==> src/rtl/uart_periph_pkg.sv <==
// Shared definitions for the memory-mapped UART: register offsets, CON bit
// positions and the 2-bit FSM state encodings used by both serial engines.
package uart_periph_pkg;

  localparam logic [31:0] UART_TXD_OFF = 32'd0;
  localparam logic [31:0] UART_RXD_OFF = 32'd4;
  localparam logic [31:0] UART_CON_OFF = 32'd8;

  localparam int CON_TX_BUSY    = 0;
  localparam int CON_TX_FULL    = 1;
  localparam int CON_RX_VALID   = 2;
  localparam int CON_RX_OVERRUN = 3;
  localparam int CON_FRAME_ERR  = 4;
  localparam int CON_RX_IE      = 5;
  localparam int CON_TX_IE      = 6;

  localparam logic [1:0] TX_IDLE  = 2'd0;
  localparam logic [1:0] TX_START = 2'd1;
  localparam logic [1:0] TX_DATA  = 2'd2;
  localparam logic [1:0] TX_STOP  = 2'd3;

  localparam logic [1:0] RX_IDLE  = 2'd0;
  localparam logic [1:0] RX_START = 2'd1;
  localparam logic [1:0] RX_DATA  = 2'd2;
  localparam logic [1:0] RX_STOP  = 2'd3;

endpackage

==> src/rtl/uart_rx_core.sv <==
// Receive engine: 2-flop synchroniser, start-bit qualification at mid-bit and
// an 8N1 deserialiser. byteDone/frameErr are single-cycle strobes.
module uart_rx_core
  import uart_periph_pkg::*;
#(
  parameter int DIV = 16
) (
  input  logic       clk,
  input  logic       reset,
  input  logic       rx,
  output logic       byteDone,
  output logic [7:0] rxByte,
  output logic       frameErr
);

  localparam int             CW       = $clog2(DIV);
  localparam logic [CW-1:0]  FULL_CNT = CW'(DIV - 1);
  localparam logic [CW-1:0]  HALF_CNT = CW'(DIV / 2 - 1);

  logic          rxMeta, rxS, rxPrev;
  logic [1:0]    state;
  logic [CW-1:0] divCnt;
  logic [2:0]    bitCnt;
  logic [7:0]    shiftReg;
  logic          stopSample;

  // Synchroniser resets to the idle line level so reset release is not seen as a start bit.
  always_ff @(posedge clk or posedge reset) begin
    if (reset) begin
      rxMeta <= 1'b1;
      rxS    <= 1'b1;
      rxPrev <= 1'b1;
    end else begin
      rxMeta <= rx;
      rxS    <= rxMeta;
      rxPrev <= rxS;
    end
  end

  // NOTE: sequential state uses non-blocking assignments so every flop samples pre-edge values.
  always_ff @(posedge clk or posedge reset) begin
    if (reset) begin
      state    <= RX_IDLE;
      divCnt   <= '0;
      bitCnt   <= '0;
      shiftReg <= '0;
    end else begin
      case (state)
        RX_IDLE: begin
          if (rxPrev && !rxS) begin
            state  <= RX_START;
            divCnt <= '0;
          end
        end
        RX_START: begin
          if (divCnt == HALF_CNT) begin
            divCnt <= '0;
            bitCnt <= '0;
            state  <= rxS ? RX_IDLE : RX_DATA;
          end else begin
            divCnt <= divCnt + CW'(1);
          end
        end
        RX_DATA: begin
          if (divCnt == FULL_CNT) begin
            divCnt   <= '0;
            shiftReg <= {rxS, shiftReg[7:1]};
            bitCnt   <= bitCnt + 3'd1;
            if (bitCnt == 3'd7) state <= RX_STOP;
          end else begin
            divCnt <= divCnt + CW'(1);
          end
        end
        default: begin
          if (divCnt == FULL_CNT) begin
            divCnt <= '0;
            state  <= RX_IDLE;
          end else begin
            divCnt <= divCnt + CW'(1);
          end
        end
      endcase
    end
  end

  assign stopSample = (state == RX_STOP) && (divCnt == FULL_CNT);
  assign byteDone   = stopSample && rxS;
  assign frameErr   = stopSample && !rxS;
  assign rxByte     = shiftReg;

endmodule

==> src/rtl/uart_periph.sv <==
// Memory-mapped UART slave: TXD/RXD/CON register decode, TX holding register
// and serialiser, receive status bits and a registered level interrupt.
module uart_periph
  import uart_periph_pkg::*;
#(
  parameter int          CLK_FREQ  = 100_000_000,
  parameter int          BAUD      = 9600,
  parameter logic [31:0] BASE_ADDR = 32'h4000_0018
) (
  input  logic        clk,
  input  logic        reset,
  input  logic [31:0] addr,
  input  logic [31:0] WriteData,
  input  logic        MemRead,
  input  logic        MemWrite,
  output logic [31:0] ReadData,
  input  logic        rx,
  output logic        tx,
  output logic        irq
);

  localparam int             DIV      = CLK_FREQ / BAUD;
  localparam int             CW       = $clog2(DIV);
  localparam logic [CW-1:0]  FULL_CNT = CW'(DIV - 1);
  localparam logic [31:0]    TXD_ADDR = BASE_ADDR + UART_TXD_OFF;
  localparam logic [31:0]    RXD_ADDR = BASE_ADDR + UART_RXD_OFF;
  localparam logic [31:0]    CON_ADDR = BASE_ADDR + UART_CON_OFF;

  if (DIV < 4) begin : gBadDiv
    $error("uart_periph: CLK_FREQ/BAUD must be at least 4");
  end

  logic          selTxd, selRxd, selCon;
  logic          txdWrite, conWrite, rxdRead;
  logic [1:0]    txState;
  logic [CW-1:0] txDivCnt;
  logic [2:0]    txBitCnt;
  logic [7:0]    txShift, txHold;
  logic          txLine, txFull, txBusy, txDivEnd, txLoad;
  logic [7:0]    rxData, rxByte;
  logic          rxValid, rxOverrun, frameErr, rxIe, txIe;
  logic          byteDone, rxFrameErr;
  logic [31:0]   conWord;
  logic          unusedBits;

  assign selTxd   = addr[31:2] == TXD_ADDR[31:2];
  assign selRxd   = addr[31:2] == RXD_ADDR[31:2];
  assign selCon   = addr[31:2] == CON_ADDR[31:2];
  assign txdWrite = MemWrite && selTxd;
  assign conWrite = MemWrite && selCon;
  assign rxdRead  = MemRead && selRxd;
  assign unusedBits = ^{addr[1:0], WriteData[31:8]};

  assign txBusy   = txState != TX_IDLE;
  assign txDivEnd = txDivCnt == FULL_CNT;
  // The holding register moves to the shifter from idle or at the end of a stop bit.
  assign txLoad   = txFull && (txState == TX_IDLE || (txState == TX_STOP && txDivEnd));
  assign tx       = txLine;

  uart_rx_core #(.DIV(DIV)) uRxCore (
    .clk      (clk),
    .reset    (reset),
    .rx       (rx),
    .byteDone (byteDone),
    .rxByte   (rxByte),
    .frameErr (rxFrameErr)
  );

  always_ff @(posedge clk or posedge reset) begin
    if (reset) begin
      txState  <= TX_IDLE;
      txDivCnt <= '0;
      txBitCnt <= '0;
      txShift  <= '0;
      txLine   <= 1'b1;
    end else begin
      case (txState)
        TX_IDLE: begin
          if (txLoad) begin
            txState  <= TX_START;
            txShift  <= txHold;
            txDivCnt <= '0;
            txLine   <= 1'b0;
          end
        end
        TX_START: begin
          if (txDivEnd) begin
            txDivCnt <= '0;
            txBitCnt <= '0;
            txState  <= TX_DATA;
            txLine   <= txShift[0];
          end else begin
            txDivCnt <= txDivCnt + CW'(1);
          end
        end
        TX_DATA: begin
          if (txDivEnd) begin
            txDivCnt <= '0;
            txBitCnt <= txBitCnt + 3'd1;
            txShift  <= {1'b0, txShift[7:1]};
            if (txBitCnt == 3'd7) begin
              txState <= TX_STOP;
              txLine  <= 1'b1;
            end else begin
              txLine <= txShift[1];
            end
          end else begin
            txDivCnt <= txDivCnt + CW'(1);
          end
        end
        default: begin
          if (txDivEnd) begin
            txDivCnt <= '0;
            if (txLoad) begin
              txState <= TX_START;
              txShift <= txHold;
              txLine  <= 1'b0;
            end else begin
              txState <= TX_IDLE;
            end
          end else begin
            txDivCnt <= txDivCnt + CW'(1);
          end
        end
      endcase
    end
  end

  // NOTE: data registers are reset too because their readback value after reset is defined as 0.
  always_ff @(posedge clk or posedge reset) begin
    if (reset) begin
      txHold    <= '0;
      txFull    <= 1'b0;
      rxData    <= '0;
      rxValid   <= 1'b0;
      rxOverrun <= 1'b0;
      frameErr  <= 1'b0;
      rxIe      <= 1'b0;
      txIe      <= 1'b0;
      irq       <= 1'b0;
    end else begin
      if (txdWrite && !txFull) begin
        txHold <= WriteData[7:0];
        txFull <= 1'b1;
      end else if (txLoad) begin
        txFull <= 1'b0;
      end

      if (byteDone) begin
        rxData  <= rxByte;
        rxValid <= 1'b1;
      end else if (rxdRead) begin
        rxValid <= 1'b0;
      end

      // Setting a sticky flag wins over a simultaneous write-1-to-clear.
      if (byteDone && rxValid && !rxdRead) rxOverrun <= 1'b1;
      else if (conWrite && WriteData[CON_RX_OVERRUN]) rxOverrun <= 1'b0;

      if (rxFrameErr) frameErr <= 1'b1;
      else if (conWrite && WriteData[CON_FRAME_ERR]) frameErr <= 1'b0;

      if (conWrite) begin
        rxIe <= WriteData[CON_RX_IE];
        txIe <= WriteData[CON_TX_IE];
      end

      irq <= (rxIe && rxValid) || (txIe && !txFull && !txBusy);
    end
  end

  assign conWord = {25'd0, txIe, rxIe, frameErr, rxOverrun, rxValid, txFull, txBusy};

  // NOTE: the default assignment first keeps this combinational block from inferring a latch.
  always_comb begin
    ReadData = '0;
    if (MemRead) begin
      if (selTxd)      ReadData = {24'd0, txHold};
      else if (selRxd) ReadData = {24'd0, rxData};
      else if (selCon) ReadData = conWord;
    end
  end

endmodule

==> config.mk <==
export PLATFORM = sky130hd
export DESIGN_NAME = uart_periph
export DESIGN_NICKNAME = d
export VERILOG_FILES = /design/src/rtl/uart_periph_pkg.sv /design/src/rtl/uart_rx_core.sv /design/src/rtl/uart_periph.sv
export SDC_FILE = /design/constraint.sdc
export NUM_CORES = 1
export LEC_CHECK = 0
export BUFFER_PORTS_ARGS = -buffer_cell sky130_fd_sc_hd__buf_2
export CAP_MARGIN = 30
export CORE_ASPECT_RATIO = 0.7
export CORE_UTILIZATION = 50
export DETAILED_ROUTE_END_ITERATION = 16
export GPL_TIMING_DRIVEN = 0
export HOLD_SLACK_MARGIN = 0.12
export PLACE_DENSITY_LB_ADDON = 0.2
export SLEW_MARGIN = 5
export SYNTH_ARGS = -nofsm -noshare
export SYNTH_HDL_FRONTEND = slang
export SYNTH_SLANG_ARGS = --single-unit
==> constraint.sdc <==
create_clock -name clk -period 2.95 [get_ports clk]
set_input_delay 0.295 -clock clk [delete_from_list [all_inputs] [get_ports clk]]
set_output_delay 0.295 -clock clk [all_outputs]
set_load 0.01 [all_outputs]
# Word level (Yosys, flattened, before mapping)
# Cells that the tools add are included.
[op_classes]
reduce_logical = 41
eq_ne = 22
n_bitwise = 1
mux = 49
add_sub_neg = 4
[ops]
columns = ["operator", "count"]
rows = [
  ["30-bit by 29-bit equality test with 1-bit output, second input constant", 3],
  ["14-bit 2-to-1 mux", 6],
  ["8-bit 2-to-1 mux", 6],
  ["14-bit by 1-bit adder with 14-bit output, second input constant", 2],
  ["14-bit equality test, second input constant", 2],
  ["14-bit one-hot mux with 2 select lines", 1],
  ["8-bit one-hot mux with 3 select lines", 1],
  ["2-bit 2-to-1 mux", 11],
  ["1-bit logical AND", 17],
  ["2-bit nonzero test", 8],
  ["14-bit by 13-bit equality test with 1-bit output, second input constant", 1],
  ["1-bit 2-to-1 mux", 14],
  ["3-bit 2-to-1 mux", 4],
  ["2-bit one-hot mux with 3 select lines", 2],
  ["3-bit one-hot mux with 2 select lines", 2],
  ["3-bit AND reduction", 4],
  ["5-bit AND reduction", 2],
  ["2-bit equality test, second input constant", 4],
  ["2-bit by 1-bit inequality test with 1-bit output, second input constant", 4],
  ["2-bit inequality test, second input constant", 4],
  ["7-bit 2-to-1 mux", 1],
  ["3-bit by 1-bit adder with 3-bit output, second input constant", 2],
  ["3-bit equality test, second input constant", 2],
  ["2-bit by 1-bit equality test with 1-bit output, second input constant", 2],
  ["other kinds (7)", 12],
]
[word_totals]
regBits = 81

# Logic depth before layout (Yosys ltp)
# Gate-level depths: netlist (run 1).
[logic_depth]
depth_word = 7
depth_mapped = 8
ltp_nobuf = 7

# Cells and area by module
# Synthesis (run 1) repeated with hierarchy kept, for this count alone.
[unflattened]
cells_unflattened = 445
area_unflattened_um2 = 4717.0
[modules_own_cells]
columns = ["module", "instances", "cells_each", "area_each_um2"]
rows = [
  ["uart_periph", 1, 308, 3120.5],
  ["uart_rx_core", 1, 137, 1596.5],
]

# Least setup slack after synthesis (run 1)
# OpenSTA, ideal clock, no wires.
[synth_timing]
kind = "register -> register"
from = "register uRxCore.divCnt[0]"
to = "register rxData[0]"
arrival_ns = 2.213
period_less_slack_ns = 2.338
path_stages_with_launch = 6
n_path_buf = 0
slack_ns = 0.612
cell_sequence = "dfrtp_1 -> ha_1 -> or4bb_1 -> nor4_2 -> nand3_1 -> mux2_2"
[synth_between]
elab_chain_len = 3
[synth_lines]
columns = ["item", "line_no", "source"]
rows = [
  ["start, declared", "uart_rx_core.sv:22", "logic [CW-1:0] divCnt;"],
  ["start signal, assigned", "uart_rx_core.sv:61", "divCnt <= divCnt + CW'(1);"],
  ["start signal, assigned", "uart_rx_core.sv:71", "divCnt <= divCnt + CW'(1);"],
  ["start signal, assigned", "uart_rx_core.sv:79", "divCnt <= divCnt + CW'(1);"],
  ["14-bit equality test", "uart_rx_core.sv:86", "assign stopSample = (state == RX_STOP) && (divCnt == FULL_CNT);"],
  ["1-bit logical AND", "uart_rx_core.sv:86", ""],
  ["1-bit logical AND", "uart_rx_core.sv:87", "assign byteDone = stopSample && rxS;"],
  ["end signal, assigned", "uart_periph.sv:150", "rxData <= rxByte;"],
  ["end, declared", "uart_periph.sv:40", "logic [7:0] rxData, rxByte;"],
]
# Every way passes these cells.
# A chain may end at the register's enable or synchronous reset.

# Final worst setup path (run 1)
[layout_timing]
from = "register uRxCore.divCnt[0]"
to = "register uRxCore.divCnt[3]"
[layout_between]
elab_chain_len = 3
elab_cells_between_ends = 6
cone_classes = "add/sub (1); eq/ne (2); mux (3)"
[layout_lines]
columns = ["item", "line_no", "source"]
rows = [
  ["14-bit by 1-bit adder with 14-bit output, or another cell as far along", "uart_rx_core.sv:61, uart_rx_core.sv:71, uart_rx_core.sv:79", ""],
  ["14-bit 2-to-1 mux, on equally long branches", "uart_rx_core.sv:65, uart_rx_core.sv:75, uart_rx_core.sv:56", ""],
  ["14-bit one-hot mux with 2 select lines *", "uart_rx_core.sv:48", "case (state)"],
]
# Mark *: on every way between the ends. The rest lies on a longest branch, timed or not.

==> results of run 1 <==
## through the flow
step                power (uW)  cells  hold WS, ns
CTS                       2770    646        0.185
global route              2890    646        0.190
global placement          1610    627        0.346
finish                    2750    646        0.194
floorplan                 1510    455        0.299
detailed placement        1640    628        0.233
## synth_stat cells (2+ instances only)
library cell | n | area share [%]
sky130_fd_sc_hd__or2_2 | 3 | 0.43
sky130_fd_sc_hd__a22o_1 | 5 | 1.0
sky130_fd_sc_hd__buf_2 | 2 | 0.23
sky130_fd_sc_hd__nand3b_1 | 3 | 0.51
sky130_fd_sc_hd__o21ai_0 | 24 | 2.7
sky130_fd_sc_hd__a21oi_1 | 22 | 2.5
sky130_fd_sc_hd__nand4_1 | 9 | 1.3
sky130_fd_sc_hd__mux2i_1 | 3 | 0.68
sky130_fd_sc_hd__nand2b_1 | 4 | 0.57
sky130_fd_sc_hd__mux2_2 | 33 | 8.5
sky130_fd_sc_hd__o22ai_1 | 2 | 0.29
sky130_fd_sc_hd__inv_1 | 22 | 1.9
sky130_fd_sc_hd__xor2_1 | 5 | 1.0
sky130_fd_sc_hd__or3_1 | 3 | 0.43
sky130_fd_sc_hd__mux2_4 | 8 | 2.7
sky130_fd_sc_hd__nand3_1 | 17 | 1.9
sky130_fd_sc_hd__xnor2_1 | 10 | 2.0
sky130_fd_sc_hd__and3_1 | 5 | 0.71
sky130_fd_sc_hd__nor4_1 | 7 | 1.0
sky130_fd_sc_hd__buf_4 | 24 | 4.1
sky130_fd_sc_hd__nand2_1 | 34 | 2.9
sky130_fd_sc_hd__o31ai_1 | 2 | 0.34
sky130_fd_sc_hd__and2_1 | 3 | 0.43
sky130_fd_sc_hd__nor2b_1 | 2 | 0.29
sky130_fd_sc_hd__or4bb_1 | 2 | 0.51
sky130_fd_sc_hd__clkbuf_1 | 8 | 0.68
sky130_fd_sc_hd__nor3_1 | 14 | 1.6
sky130_fd_sc_hd__a31oi_1 | 2 | 0.29
sky130_fd_sc_hd__o2bb2ai_1 | 2 | 0.40
sky130_fd_sc_hd__dfrtp_1 | 77 | 44
sky130_fd_sc_hd__dfstp_2 | 4 | 2.4
sky130_fd_sc_hd__nor2_1 | 35 | 3.0
sky130_fd_sc_hd__ha_1 | 14 | 4.0
sky130_fd_sc_hd__o41ai_1 | 2 | 0.40
## cells in the final DEF (no fill, tap or decap), types with 3 or more instances in the layout
cell type | netlist | layout
sky130_fd_sc_hd__and2_1 | 3 | 3
sky130_fd_sc_hd__xor2_1 | 5 | 5
sky130_fd_sc_hd__nand2b_1 | 4 | 4
sky130_fd_sc_hd__mux2_2 | 33 | 33
sky130_fd_sc_hd__inv_1 | 22 | 21
sky130_fd_sc_hd__clkbuf_16 | 0 | 9
sky130_fd_sc_hd__mux2_4 | 8 | 8
sky130_fd_sc_hd__xnor2_1 | 10 | 10
sky130_fd_sc_hd__nor2_1 | 35 | 35
sky130_fd_sc_hd__a21oi_1 | 22 | 22
sky130_fd_sc_hd__buf_2 | 2 | 54
sky130_fd_sc_hd__and3_1 | 5 | 5
sky130_fd_sc_hd__or2_2 | 3 | 3
sky130_fd_sc_hd__nor4_1 | 7 | 6
sky130_fd_sc_hd__clkbuf_1 | 8 | 10
sky130_fd_sc_hd__o21ai_0 | 24 | 24
sky130_fd_sc_hd__nand4_1 | 9 | 9
sky130_fd_sc_hd__nand3b_1 | 3 | 3
sky130_fd_sc_hd__or3_1 | 3 | 3
sky130_fd_sc_hd__mux2i_1 | 3 | 3
sky130_fd_sc_hd__a22o_1 | 5 | 5
sky130_fd_sc_hd__dfstp_2 | 4 | 4
sky130_fd_sc_hd__nand3_1 | 17 | 16
sky130_fd_sc_hd__dfrtp_1 | 77 | 77
sky130_fd_sc_hd__conb_1 | 1 | 24
sky130_fd_sc_hd__nand2_1 | 34 | 34
sky130_fd_sc_hd__nor3_1 | 14 | 14
sky130_fd_sc_hd__buf_4 | 24 | 24
sky130_fd_sc_hd__ha_1 | 14 | 14
## sequential cells by signal, summed over array words and instances (netlist names), 2 cells and up
name / cells
txState: 2
txHold: 8
uRxCore.divCnt: 14
uRxCore.bitCnt: 3
txBitCnt: 3
uRxCore.state: 2
txShift: 8
rxData: 8
uRxCore.rxByte: 8
txDivCnt: 14
## worst max-delay path: cells and delay by family, from the launching register on
kind | cells | cell delay [ns]
simple gates | 2 | 0.67
fa+ha+maj | 1 | 0.26
flops | 1 | 0.39
compound gates | 3 | 1.04
buf+inv | 1 | 0.28
## metal layers
layer / vias to the layer above / routed length, um
li1: 1655 / -
met1: 1604 / 4510
met2: 121 / 4140
met3: 12 / 568
met4: 0 / 142
met5: - / 0
## timing repair
action                                  CTS  global route
endpoints found under the hold margin    13             0
hold buffers                              2             0
endpoints found under the setup margin    0            12
gates resized for setup                   0             3
## final timing paths
kind	startpoint	end	depth (start not counted)
max	uRxCore.divCnt[0]$_DFFE_PP0N_	uRxCore.divCnt[3]$_DFFE_PP0N_	7
min	WriteData[1]	txHold[1]$_DFFE_PP0P_	2
max reg2reg	uRxCore.divCnt[0]$_DFFE_PP0N_	uRxCore.divCnt[3]$_DFFE_PP0N_	7
min reg2reg	uRxCore.rxMeta$_DFF_PP1_	uRxCore.rxS$_DFF_PP1_	0
max in group asynchronous	reset	uRxCore.rxS$_DFF_PP1_	4
min in group asynchronous	reset	txDivCnt[10]$_DFFE_PP0P_	3
## power by group
group          switching [uW]  leakage [uW]  total (uW)  internal, uW
Sequential               36.8       0.00109        1190          1150
Combinational             279       0.00132         440           160
Clock                     420      0.000150        1120           699
Total                     736       0.00256        2750          2010
## area by class of cell
| class | instances | area share, % |
|---|---|---|
| inverters | 22 | 1.62 |
| repair buffers | 55 | 5.86 |
| plain buffers | 36 | 4.48 |
| flip-flops and latches | 81 | 38.7 |
| clock buffers | 13 | 4.95 |
| clock inverters | 3 | 0.762 |
| multi-input cells | 316 | 40.8 |
| well taps | 120 | 2.86 |
## cell families after synthesis
kind of cell | Yosys count | share of synthesized area (%)
simple gates | 150 | 17.7
flops | 81 | 46.3
mux | 45 | 12.1
fa+ha+maj | 14 | 3.99
other cells | 1 | 0.0854
xor+xnor | 15 | 2.99
compound gates | 68 | 9.58
buf+inv | 58 | 7.24
==> impl_metrics.xml, run 1 <==
<?xml version="1.0" encoding="UTF-8"?>
<metrics>
  <group name="worst_setup_path">
    <metric name="critical_path.endpoint_type" unit="">flop</metric>
    <metric name="critPathArrivalTime" unit="ns">2.97</metric>
    <metric name="crit_path_max_fanout" unit="">10</metric>
    <metric name="cp.required" unit="ns">3.17</metric>
    <metric name="worst-setup-path-type" unit="">reg2reg</metric>
    <metric name="slowest_delay" unit="ns">0.59</metric>
    <metric name="startpoint_type" unit="">flop</metric>
    <metric name="crit_path_top_delay_cell" unit="">sky130_fd_sc_hd__or4bb_1</metric>
    <metric name="register_to_register_path_setup_slack" unit="ns">0.20</metric>
    <metric name="cp_cell_sequence" unit="">ha_1 &gt; or4bb_1 &gt; o41ai_2 &gt; o31ai_1 &gt; a21oi_1 &gt; buf_2 &gt; nor2_1</metric>
  </group>
  <group name="timing">
    <metric name="drv_slew" unit="">0</metric>
    <metric name="tightestPinTransition" unit="ns">0.870</metric>
    <metric name="final_min_period_over_clock_period" unit="%">93.1</metric>
    <metric name="finalSetupViolCount" unit="">0</metric>
    <metric name="setup_tns" unit="ns">0</metric>
    <metric name="timing.final.ws_setup" unit="ns">0.203</metric>
    <metric name="min_period" unit="ns">2.75</metric>
    <metric name="setup_repair_after_global_routing_missed_its_margin" unit="">no</metric>
    <metric name="clock-skew-final" unit="ns">0.00552</metric>
    <metric name="slew_headroom" unit="%">41.8</metric>
    <metric name="max_freq" unit="MHz">364</metric>
    <metric name="hold_violations" unit="">0</metric>
  </group>
  <group name="placed_design">
    <metric name="post_dp_cell_area" unit="mm2">0.00492</metric>
    <metric name="dp_hpwl" unit="mm">6.80</metric>
    <metric name="pre_cts_slack" unit="ns">0.0974</metric>
    <metric name="io_buffer_count" unit="">52</metric>
    <metric name="gp_routability_congestion" unit="">0.844</metric>
  </group>
  <group name="die">
    <metric name="core.rowCount" unit="">28</metric>
    <metric name="start_util" unit="%">51.8</metric>
    <metric name="floorplan.die.width" unit="um">114</metric>
    <metric name="top_level_ports" unit="">103</metric>
    <metric name="fp.dieH" unit="um">80.4</metric>
    <metric name="core" unit="mm2">0.00848</metric>
    <metric name="die-area" unit="mm2">0.00916</metric>
  </group>
  <group name="global_route">
    <metric name="met3_capacity_usage_during_global_routing" unit="%">5.21</metric>
    <metric name="grt_pass1_wl" unit="mm">14.9</metric>
    <metric name="busiest_layer" unit="">met2</metric>
    <metric name="first_global_vias" unit="">3041</metric>
    <metric name="globalRouteMet1Util" unit="%">30.2</metric>
    <metric name="grt_max_degree" unit="">70</metric>
    <metric name="globalRouteTotalUtil" unit="%">21.5</metric>
    <metric name="globalRouteMet2Util" unit="%">32.1</metric>
    <metric name="grt_antenna_before_repair" unit="">0</metric>
    <metric name="globalRoute.totalOverflow" unit="">0</metric>
  </group>
  <group name="synthesis">
    <metric name="synthesis.instances" unit="">432</metric>
    <metric name="yosys_most_used_dff" unit="">sky130_fd_sc_hd__dfrtp_1</metric>
    <metric name="synth.ff_latch_count" unit="">81</metric>
    <metric name="postSynthAreaPerCell" unit="um2">10.2</metric>
    <metric name="syn_area" unit="mm2">0.00439</metric>
    <metric name="count_of_yosys_warnings_during_synthesis" unit="">0</metric>
    <metric name="synth.distinct_cells" unit="">54</metric>
    <metric name="postSynth.asyncResetShare" unit="%">100</metric>
    <metric name="synth-edff-count" unit="">0</metric>
    <metric name="synth_sequential_area_ratio" unit="%">46.3</metric>
  </group>
  <group name="drt">
    <metric name="post-route-drc-count" unit="">0</metric>
    <metric name="route.antenna.remaining_nets" unit="">0</metric>
    <metric name="viasPerCell" unit="">5.25</metric>
    <metric name="post_drt_wl_per_cell" unit="um">14.5</metric>
    <metric name="wirelength" unit="mm">9.37</metric>
    <metric name="dr.pass1.iters" unit="">5</metric>
    <metric name="vias" unit="">3392</metric>
    <metric name="drtIter0Drc" unit="">181</metric>
  </group>
  <group name="clocking">
    <metric name="numClockSinks" unit="">81</metric>
    <metric name="clk_latency" unit="ns">0.34</metric>
    <metric name="path_clk_slew" unit="ns">0.06</metric>
    <metric name="numCtsBuffers" unit="">9</metric>
    <metric name="root_buffer" unit="">sky130_fd_sc_hd__clkbuf_16</metric>
    <metric name="cts_tree" unit="">done</metric>
    <metric name="ctsHtreeMaxLevel" unit="">3</metric>
    <metric name="post_cts.repair.setup_buffers" unit="">0</metric>
    <metric name="clock_tree.buffer_depth" unit="">2</metric>
  </group>
  <group name="cells_and_area">
    <metric name="finish.instance_area" unit="mm2">0.00526</metric>
    <metric name="num-nets-final" unit="">604</metric>
    <metric name="fill_cells" unit="">730</metric>
    <metric name="combined_area_of_the_multi_input_logic_cells" unit="mm2">0.00215</metric>
    <metric name="fin_util" unit="%">62.0</metric>
    <metric name="area_delta_synth_final" unit="%">19.8</metric>
    <metric name="antenna_cells_inserted" unit="">0</metric>
    <metric name="final-seq-area" unit="mm2">0.00203</metric>
    <metric name="fraction_of_final_layout_cells_with_drive_strength_greater_than_1" unit="%">28.7</metric>
  </group>
  <group name="power">
    <metric name="static-leakage-power" unit="uW">0.00256</metric>
    <metric name="powerDensity" unit="mW/mm2">523</metric>
    <metric name="max-vdd-ir-drop" unit="uV">350</metric>
  </group>
  <group name="worst_hold_path">
    <metric name="min_path_type" unit="">in2reg</metric>
  </group>
  <group name="flow_run">
    <metric name="cap_violations" unit="">0</metric>
  </group>
  <group name="outcome">
    <metric name="outcome" unit="">completed</metric>
  </group>
</metrics>
No activity file was read; power rests on OpenSTA's default activity.
==> inputs of run 2 (changes only) <==
--- a/config.mk
+++ b/config.mk
@@ -8,7 +8,7 @@
 export BUFFER_PORTS_ARGS = -buffer_cell sky130_fd_sc_hd__buf_2
 export CAP_MARGIN = 30
 export CORE_ASPECT_RATIO = 0.7
-export CORE_UTILIZATION = 50
+export CORE_UTILIZATION = 54
 export DETAILED_ROUTE_END_ITERATION = 16
 export GPL_TIMING_DRIVEN = 0
 export HOLD_SLACK_MARGIN = 0.12
==> run 2 against run 1 <==
  * Routed wire length up 0.98%
  * Sequential power about the same
  * Highest routed layer unchanged
  * Clock skew down 0.0028 ns
  * Register-to-register slack worse by 0.03 ns
  * Critical path depth stayed put
  * Sequential cell count unchanged
  * Core utilization up 4.6 points
  * Clock-buffer cell count is 3 lower
  * Via count grew 0.32%
  * Maximum frequency shrank 1.1%
  * The flow now finishes with violations (DRC)
  * Sequential share of layout area rose by 0.13 points
  * Non-clock buffer count is the same
==> impl_metrics.xml, run 2 (synthesis gave the netlist of run 1 again) <==
<?xml version="1.0" encoding="UTF-8"?>
<metrics>
  <group name="global_route">
    <metric name="globalRoute.totalOverflow" unit="">0</metric>
    <metric name="grt_max_degree" unit="">68</metric>
    <metric name="grt_antenna_before_repair" unit="">0</metric>
    <metric name="first_global_vias" unit="">3166</metric>
    <metric name="grt_pass1_wl" unit="mm">15.7</metric>
    <metric name="globalRouteTotalUtil" unit="%">24.5</metric>
  </group>
  <group name="cells_and_area">
    <metric name="fraction_of_final_layout_cells_with_drive_strength_greater_than_1" unit="%">28.7</metric>
    <metric name="final_cell_count_no_fill" unit="">627</metric>
    <metric name="layout_commonest_cell" unit="">sky130_fd_sc_hd__dfrtp_1</metric>
    <metric name="area_delta_synth_final" unit="%">19.4</metric>
    <metric name="layout_common_cells" unit="">77 x sky130_fd_sc_hd__dfrtp_1, 54 x sky130_fd_sc_hd__buf_2, 35 x sky130_fd_sc_hd__nor2_1</metric>
    <metric name="reg_top3" unit="">txDivCnt x14, uRxCore.divCnt x14</metric>
    <metric name="fill_cells" unit="">617</metric>
    <metric name="num-nets-final" unit="">604</metric>
    <metric name="finish.instance_area" unit="mm2">0.00524</metric>
    <metric name="antenna_cells_inserted" unit="">0</metric>
  </group>
  <group name="timing">
    <metric name="final_min_period_over_clock_period" unit="%">94.2</metric>
    <metric name="finalSetupViolCount" unit="">0</metric>
    <metric name="setup_repair_after_global_routing_missed_its_margin" unit="">no</metric>
    <metric name="clock-skew-final" unit="ns">0.00269</metric>
    <metric name="timing.final.ws_setup" unit="ns">0.172</metric>
    <metric name="tightestPinTransition" unit="ns">0.876</metric>
    <metric name="hold_violations" unit="">0</metric>
    <metric name="min_period" unit="ns">2.78</metric>
    <metric name="setup_tns" unit="ns">0</metric>
    <metric name="slew_headroom" unit="%">41.4</metric>
    <metric name="max_freq" unit="MHz">360</metric>
    <metric name="drv_slew" unit="">0</metric>
  </group>
  <group name="worst_setup_path">
    <metric name="crit_path_max_fanout" unit="">10</metric>
    <metric name="startpoint_type" unit="">flop</metric>
    <metric name="critical_path.endpoint_type" unit="">flop</metric>
    <metric name="worst-setup-path-type" unit="">reg2reg</metric>
    <metric name="critPathArrivalTime" unit="ns">3.00</metric>
    <metric name="cp.required" unit="ns">3.17</metric>
  </group>
  <group name="drt">
    <metric name="post-route-drc-count" unit="">2</metric>
    <metric name="wirelength" unit="mm">9.46</metric>
    <metric name="route.antenna.remaining_nets" unit="">0</metric>
    <metric name="vias" unit="">3403</metric>
    <metric name="drtIter0Drc" unit="">186</metric>
    <metric name="viasPerCell" unit="">5.43</metric>
    <metric name="dr.pass1.iters" unit="">11</metric>
    <metric name="post_drt_wl_per_cell" unit="um">15.1</metric>
  </group>
  <group name="placed_design">
    <metric name="gp_routability_congestion" unit="">0.867</metric>
    <metric name="io_buffer_count" unit="">52</metric>
    <metric name="post-place-cells" unit="">609</metric>
    <metric name="post_dp_cell_area" unit="mm2">0.00489</metric>
    <metric name="dp_hpwl" unit="mm">6.79</metric>
    <metric name="pre_cts_slack" unit="ns">0.0843</metric>
  </group>
  <group name="power">
    <metric name="static-leakage-power" unit="uW">0.00256</metric>
    <metric name="max-vdd-ir-drop" unit="uV">472</metric>
    <metric name="powerDensity" unit="mW/mm2">534</metric>
    <metric name="power" unit="uW">2800</metric>
  </group>
  <group name="worst_hold_path">
    <metric name="min_path_type" unit="">in2reg</metric>
  </group>
  <group name="clocking">
    <metric name="root_buffer" unit="">sky130_fd_sc_hd__clkbuf_16</metric>
    <metric name="ctsHtreeMaxLevel" unit="">3</metric>
    <metric name="cts_tree" unit="">done</metric>
    <metric name="clk_latency" unit="ns">0.34</metric>
    <metric name="post_cts.repair.setup_buffers" unit="">0</metric>
    <metric name="path_clk_slew" unit="ns">0.06</metric>
    <metric name="clock_tree.buffer_depth" unit="">2</metric>
    <metric name="numClockSinks" unit="">81</metric>
    <metric name="numCtsBuffers" unit="">9</metric>
  </group>
  <group name="outcome">
    <metric name="violations" unit="">DRC</metric>
    <metric name="outcome" unit="">finished, violations left</metric>
  </group>
  <group name="die">
    <metric name="core.rowCount" unit="">27</metric>
    <metric name="top_level_ports" unit="">103</metric>
    <metric name="die-area" unit="mm2">0.00850</metric>
    <metric name="fp.dieH" unit="um">77.4</metric>
    <metric name="start_util" unit="%">55.8</metric>
    <metric name="core" unit="mm2">0.00787</metric>
    <metric name="floorplan.die.width" unit="um">110</metric>
  </group>
  <group name="flow_run">
    <metric name="cap_violations" unit="">0</metric>
  </group>
</metrics>
## run 2: what timing repair did
action	4_1_cts	5_1_grt
endpoints found under the setup margin	0	17
hold endpoints to repair	14	0
gates resized for setup	0	2
hold buffers	2	0
## run 2: where the power goes
group	switching (uW)	leakage (uW)	total [uW]	internal (uW)
clock network	433	0.000152	1170	736
registers	37.4	0.00109	1190	1150
logic	279	0.00132	439	160
total	749	0.00256	2800	2050
## run 2: layer usage
layer	routed length, um	vias to the layer above	part of all wire, %	GRT usage, %
met4	197	0	2.1	8.93
met5	0	-	0	0
met2	4260	121	45	35.2
li1	-	1652	-	-
met1	4470	1610	47	35.3
met3	527	20	5.6	6.89
## run 2: cell type report
| class | instances | area [um2] | area share (%) |
|---|---|---|---|
| Buffer | 36 | 235 | 4.49 |
| Tap cell | 101 | 126 | 2.41 |
| Multi-Input combinational cell | 316 | 2140 | 40.9 |
| Inverter | 22 | 85.1 | 1.62 |
| Sequential cell | 81 | 2030 | 38.8 |
| Clock inverter | 6 | 82.6 | 1.58 |
| Clock buffer | 10 | 229 | 4.37 |
| Timing Repair Buffer | 55 | 308 | 5.88 |
## run 2: worst paths after layout
path / startpoint / end / slack, ns / depth (start not counted)
max reg2reg: uRxCore.divCnt[0]$_DFFE_PP0N_ / uRxCore.divCnt[10]$_DFFE_PP0N_ / 0.17 / 7
min in group asynchronous: reset / txState[0]$_DFFE_PP0P_ / 0.45 / 3
max in group asynchronous: reset / uRxCore.rxPrev$_DFF_PP1_ / 1.87 / 4
max: uRxCore.divCnt[0]$_DFFE_PP0N_ / uRxCore.divCnt[10]$_DFFE_PP0N_ / 0.17 / 7
min: WriteData[1] / txHold[1]$_DFFE_PP0P_ / 0.20 / 2
min reg2reg: uRxCore.rxMeta$_DFF_PP1_ / uRxCore.rxS$_DFF_PP1_ / 0.36 / 0
## run 2: critical path, cell delays in order (launching register included)
cell,delay [ns]
sky130_fd_sc_hd__dfrtp_1,0.39
sky130_fd_sc_hd__ha_1,0.27
sky130_fd_sc_hd__or4bb_1,0.59
sky130_fd_sc_hd__o41ai_2,0.59
sky130_fd_sc_hd__o31ai_1,0.22
sky130_fd_sc_hd__a21oi_1,0.25
sky130_fd_sc_hd__buf_2,0.27
sky130_fd_sc_hd__nor2_1,0.08
## run 2: stage by stage
step | utilization (%) | hold WS [ns]
2_1_floorplan | - | 0.299
3_3_place_gp | 61.8 | 0.346
3_5_place_dp | 62.2 | 0.244
4_1_cts | 66.4 | 0.187
5_1_grt | 66.6 | 0.188
6_report | 66.6 | 0.196
==> inputs of run 3 (changes only) <==
--- a/config.mk
+++ b/config.mk
@@ -8,7 +8,7 @@
 export BUFFER_PORTS_ARGS = -buffer_cell sky130_fd_sc_hd__buf_2
 export CAP_MARGIN = 30
 export CORE_ASPECT_RATIO = 0.7
-export CORE_UTILIZATION = 54
+export CORE_UTILIZATION = 55
 export DETAILED_ROUTE_END_ITERATION = 16
 export GPL_TIMING_DRIVEN = 0
 export HOLD_SLACK_MARGIN = 0.12
@@ -16,4 +16,5 @@
 export SLEW_MARGIN = 5
 export SYNTH_ARGS = -nofsm -noshare
 export SYNTH_HDL_FRONTEND = slang
+export SYNTH_HIERARCHICAL = 1
 export SYNTH_SLANG_ARGS = --single-unit
==> run 3 against run 2 <==
  * The flow now finishes without violations
  * Global-route usage up 1.4 points
  * Register-to-register slack better by 0.03 ns
  * Die area is 5.4% higher
  * Largest power group is now the clock network
  * Cell area is 7.1% higher
==> impl_metrics.xml, run 3 <==
<?xml version="1.0" encoding="UTF-8"?>
<metrics>
  <group name="timing">
    <metric name="min_period" unit="ns">2.75</metric>
    <metric name="timing.final.ws_setup" unit="ns">0.200</metric>
    <metric name="clock-skew-final" unit="ns">0.00594</metric>
    <metric name="max_freq" unit="MHz">364</metric>
    <metric name="finalSetupViolCount" unit="">0</metric>
    <metric name="setup_tns" unit="ns">0</metric>
    <metric name="hold_violations" unit="">0</metric>
    <metric name="setup_repair_after_global_routing_missed_its_margin" unit="">no</metric>
    <metric name="slew_headroom" unit="%">39.4</metric>
    <metric name="final_min_period_over_clock_period" unit="%">93.2</metric>
    <metric name="drv_slew" unit="">0</metric>
    <metric name="tightestPinTransition" unit="ns">0.899</metric>
  </group>
  <group name="clocking">
    <metric name="numClockSinks" unit="">81</metric>
    <metric name="clock_tree.buffer_depth" unit="">2</metric>
    <metric name="cts_tree" unit="">done</metric>
    <metric name="numCtsBuffers" unit="">9</metric>
    <metric name="clk_latency" unit="ns">0.33</metric>
    <metric name="path_clk_slew" unit="ns">0.06</metric>
    <metric name="ctsHtreeMaxLevel" unit="">3</metric>
    <metric name="root_buffer" unit="">sky130_fd_sc_hd__clkbuf_16</metric>
    <metric name="post_cts.repair.setup_buffers" unit="">0</metric>
  </group>
  <group name="worst_setup_path">
    <metric name="cp.required" unit="ns">3.20</metric>
    <metric name="crit_path_max_fanout" unit="">10</metric>
    <metric name="startpoint_type" unit="">flop</metric>
    <metric name="critPathArrivalTime" unit="ns">3.00</metric>
    <metric name="worst-setup-path-type" unit="">reg2reg</metric>
    <metric name="r2r.worst_path.cells" unit="">9</metric>
    <metric name="critical_path.endpoint_type" unit="">flop</metric>
  </group>
  <group name="cells_and_area">
    <metric name="fraction_of_final_layout_cells_with_drive_strength_greater_than_1" unit="%">31.4</metric>
    <metric name="antenna_cells_inserted" unit="">0</metric>
    <metric name="layout_commonest_cell" unit="">sky130_fd_sc_hd__dfrtp_1</metric>
    <metric name="layout_common_cells" unit="">77 x sky130_fd_sc_hd__dfrtp_1, 51 x sky130_fd_sc_hd__buf_2, 26 x sky130_fd_sc_hd__nand2_1</metric>
    <metric name="area_delta_synth_final" unit="%">18.9</metric>
    <metric name="finish.instance_area" unit="mm2">0.00561</metric>
    <metric name="fin_util" unit="%">69.5</metric>
    <metric name="fill_cells" unit="">616</metric>
    <metric name="combined_area_of_the_multi_input_logic_cells" unit="mm2">0.00243</metric>
    <metric name="final-seq-area" unit="mm2">0.00203</metric>
    <metric name="num-nets-final" unit="">615</metric>
    <metric name="reg_top3" unit="">txDivCnt x14, uRxCore/divCnt x14</metric>
    <metric name="final_cell_count_no_fill" unit="">640</metric>
  </group>
  <group name="worst_hold_path">
    <metric name="hold_path_depth" unit="">2</metric>
    <metric name="min_path_type" unit="">in2reg</metric>
  </group>
  <group name="drt">
    <metric name="route.antenna.remaining_nets" unit="">0</metric>
    <metric name="wirelength" unit="mm">11.0</metric>
    <metric name="post_drt_wl_per_cell" unit="um">17.3</metric>
    <metric name="met2_wirelength" unit="mm">4.80</metric>
    <metric name="detailroute.wirelength.met3" unit="um">842</metric>
    <metric name="post-route-drc-count" unit="">0</metric>
    <metric name="dr.pass1.iters" unit="">5</metric>
    <metric name="viasPerCell" unit="">6.16</metric>
    <metric name="vias" unit="">3943</metric>
    <metric name="wirelength_met1" unit="mm">5.23</metric>
    <metric name="drtIter0Drc" unit="">346</metric>
    <metric name="highest-signal-layer" unit="">met4</metric>
  </group>
  <group name="global_route">
    <metric name="globalRoute.totalOverflow" unit="">0</metric>
    <metric name="first_global_vias" unit="">3744</metric>
    <metric name="globalRouteTotalUtil" unit="%">25.9</metric>
    <metric name="grt_pass1_wl" unit="mm">18.0</metric>
    <metric name="grt_max_degree" unit="">39</metric>
    <metric name="grt_antenna_before_repair" unit="">0</metric>
  </group>
  <group name="synthesis">
    <metric name="synth.distinct_cells" unit="">66</metric>
    <metric name="syn_area" unit="mm2">0.00472</metric>
    <metric name="synthesis.instances" unit="">445</metric>
    <metric name="yosysTopAreaCell" unit="">sky130_fd_sc_hd__dfrtp_1</metric>
    <metric name="synth.area.top_cells" unit="">sky130_fd_sc_hd__dfrtp_1 41%, sky130_fd_sc_hd__mux2_2 5.5%, sky130_fd_sc_hd__buf_4 4.0%</metric>
    <metric name="synth.ff_latch_count" unit="">81</metric>
    <metric name="synth_sequential_area_ratio" unit="%">43.1</metric>
    <metric name="synthMostInstantiatedCell" unit="">sky130_fd_sc_hd__dfrtp_1</metric>
    <metric name="postSynth.asyncResetShare" unit="%">100</metric>
    <metric name="post_synth_most_frequent_cells" unit="">77 x sky130_fd_sc_hd__dfrtp_1, 26 x sky130_fd_sc_hd__nand2_1, 25 x sky130_fd_sc_hd__buf_4</metric>
    <metric name="yosys_most_used_dff" unit="">sky130_fd_sc_hd__dfrtp_1</metric>
    <metric name="postSynthAreaPerCell" unit="um2">10.6</metric>
    <metric name="synth-edff-count" unit="">0</metric>
    <metric name="count_of_yosys_warnings_during_synthesis" unit="">6</metric>
    <metric name="synth_largest_type_area_fraction" unit="%">40.8</metric>
  </group>
  <group name="die">
    <metric name="start_util" unit="%">58.4</metric>
    <metric name="core.rowCount" unit="">27</metric>
    <metric name="die-area" unit="mm2">0.00896</metric>
    <metric name="core" unit="mm2">0.00807</metric>
    <metric name="top_level_ports" unit="">103</metric>
    <metric name="floorplan.die.width" unit="um">113</metric>
    <metric name="fp.dieH" unit="um">79.5</metric>
  </group>
  <group name="placed_design">
    <metric name="post-place-cells" unit="">622</metric>
    <metric name="dp_hpwl" unit="mm">7.88</metric>
    <metric name="io_buffer_count" unit="">51</metric>
    <metric name="gp_routability_congestion" unit="">0.837</metric>
    <metric name="pre_cts_slack" unit="ns">0.226</metric>
    <metric name="post_dp_cell_area" unit="mm2">0.00524</metric>
  </group>
  <group name="flow_run">
    <metric name="cap_violations" unit="">0</metric>
  </group>
  <group name="power">
    <metric name="max-vdd-ir-drop" unit="uV">305</metric>
    <metric name="powerDensity" unit="mW/mm2">522</metric>
    <metric name="static-leakage-power" unit="uW">0.00261</metric>
  </group>
  <group name="outcome">
    <metric name="outcome" unit="">completed</metric>
  </group>
</metrics>
## run 3: cell count changes in the layout (fill, tap and decap cells not counted), moves of 10 or more
cell / previous run / this run
sky130_fd_sc_hd__nor2_1: 35 / 15
sky130_fd_sc_hd__nand4_1: 9 / 23
sky130_fd_sc_hd__a31oi_1: 2 / 15
sky130_fd_sc_hd__mux2_2: 33 / 23
sky130_fd_sc_hd__or3_1: 3 / 13
sky130_fd_sc_hd__nor3_1: 14 / 3
sky130_fd_sc_hd__a21oi_1: 22 / 12
## run 3: power by group
part	internal, uW	switching [uW]	leakage [uW]
sequential	1150	44.1	0.00111
clock	836	467	0.000167
combinational	173	256	0.00134
total	2160	767	0.00261
## run 3: cell type report
cell class,instances,share of cell area [%]
buffer,41,5.11
clock buffer,9,4.01
clock inverter,7,2.21
inverter,18,1.20
multi-input combinational,328,43.2
sequential,81,36.2
tap,101,2.25
timing repair buffer,55,5.75
## run 3: kinds of logic (layout without fill, tap and decap cells)
family,count (synthesis),in the layout,share of synthesized area [%]
other,1,24,0.0795
buffers and inverters,59,130,7.48
and+or+nand+nor,157,157,21.7
DFF,81,81,43.1
xor gates and xnor gates,8,8,1.49
adders and majority gates,12,12,3.18
muxes,31,31,7.93
AOI/OAI and AO/OA,96,96,15.0
## run 3: through the flow
step                      power [uW]  hold slack [ns]
after CTS                       2940            0.185
after global placement          1610            0.347
after global routing            3030            0.195
after floorplan                 1510            0.299
final                           2930            0.193
after detailed placement        1640            0.292
## run 3: critical path, stage by stage (launching register included)
cell and delay (ns):
sky130_fd_sc_hd__dfrtp_1 0.43, sky130_fd_sc_hd__inv_1 0.09, sky130_fd_sc_hd__ha_1 0.20, sky130_fd_sc_hd__clkbuf_1 0.25, sky130_fd_sc_hd__inv_1 0.27, sky130_fd_sc_hd__o41a_1 0.23
sky130_fd_sc_hd__clkbuf_1 0.40, sky130_fd_sc_hd__clkbuf_1 0.47, sky130_fd_sc_hd__a21oi_1 0.14, sky130_fd_sc_hd__o21ai_0 0.19
## run 3: what timing repair did
action,4_1_cts,5_1_grt
endpoints found under the setup margin,0,2
endpoints found under the hold margin,24,0
resized for setup,0,2
hold buffers,2,0
## run 3: per-layer routing
| layer | global-route usage (%) | vias to the layer above |
|---|---|---|
| met5 | 0 | - |
| li1 | - | 1835 |
| met2 | 38.6 | 196 |
| met4 | 9.20 | 0 |
| met1 | 37.4 | 1892 |
| met3 | 5.54 | 20 |
## run 3: path summary, 6_finish.rpt
check                                          from                  endpoint  slack [ns]
max in group asynchronous                     reset  uRxCore/rxPrev$_DFF_PP1_        1.83
min in group asynchronous                     reset          rxIe$_DFFE_PP0P_        0.49
hold reg to reg            uRxCore/rxMeta$_DFF_PP1_     uRxCore/rxS$_DFF_PP1_        0.36
setup / recovery             txState[0]$_DFFE_PP0P_   txDivCnt[9]$_DFFE_PP0P_        0.20
setup reg to reg             txState[0]$_DFFE_PP0P_   txDivCnt[9]$_DFFE_PP0P_        0.20
hold / removal                         WriteData[2]     txHold[2]$_DFFE_PP0P_        0.19
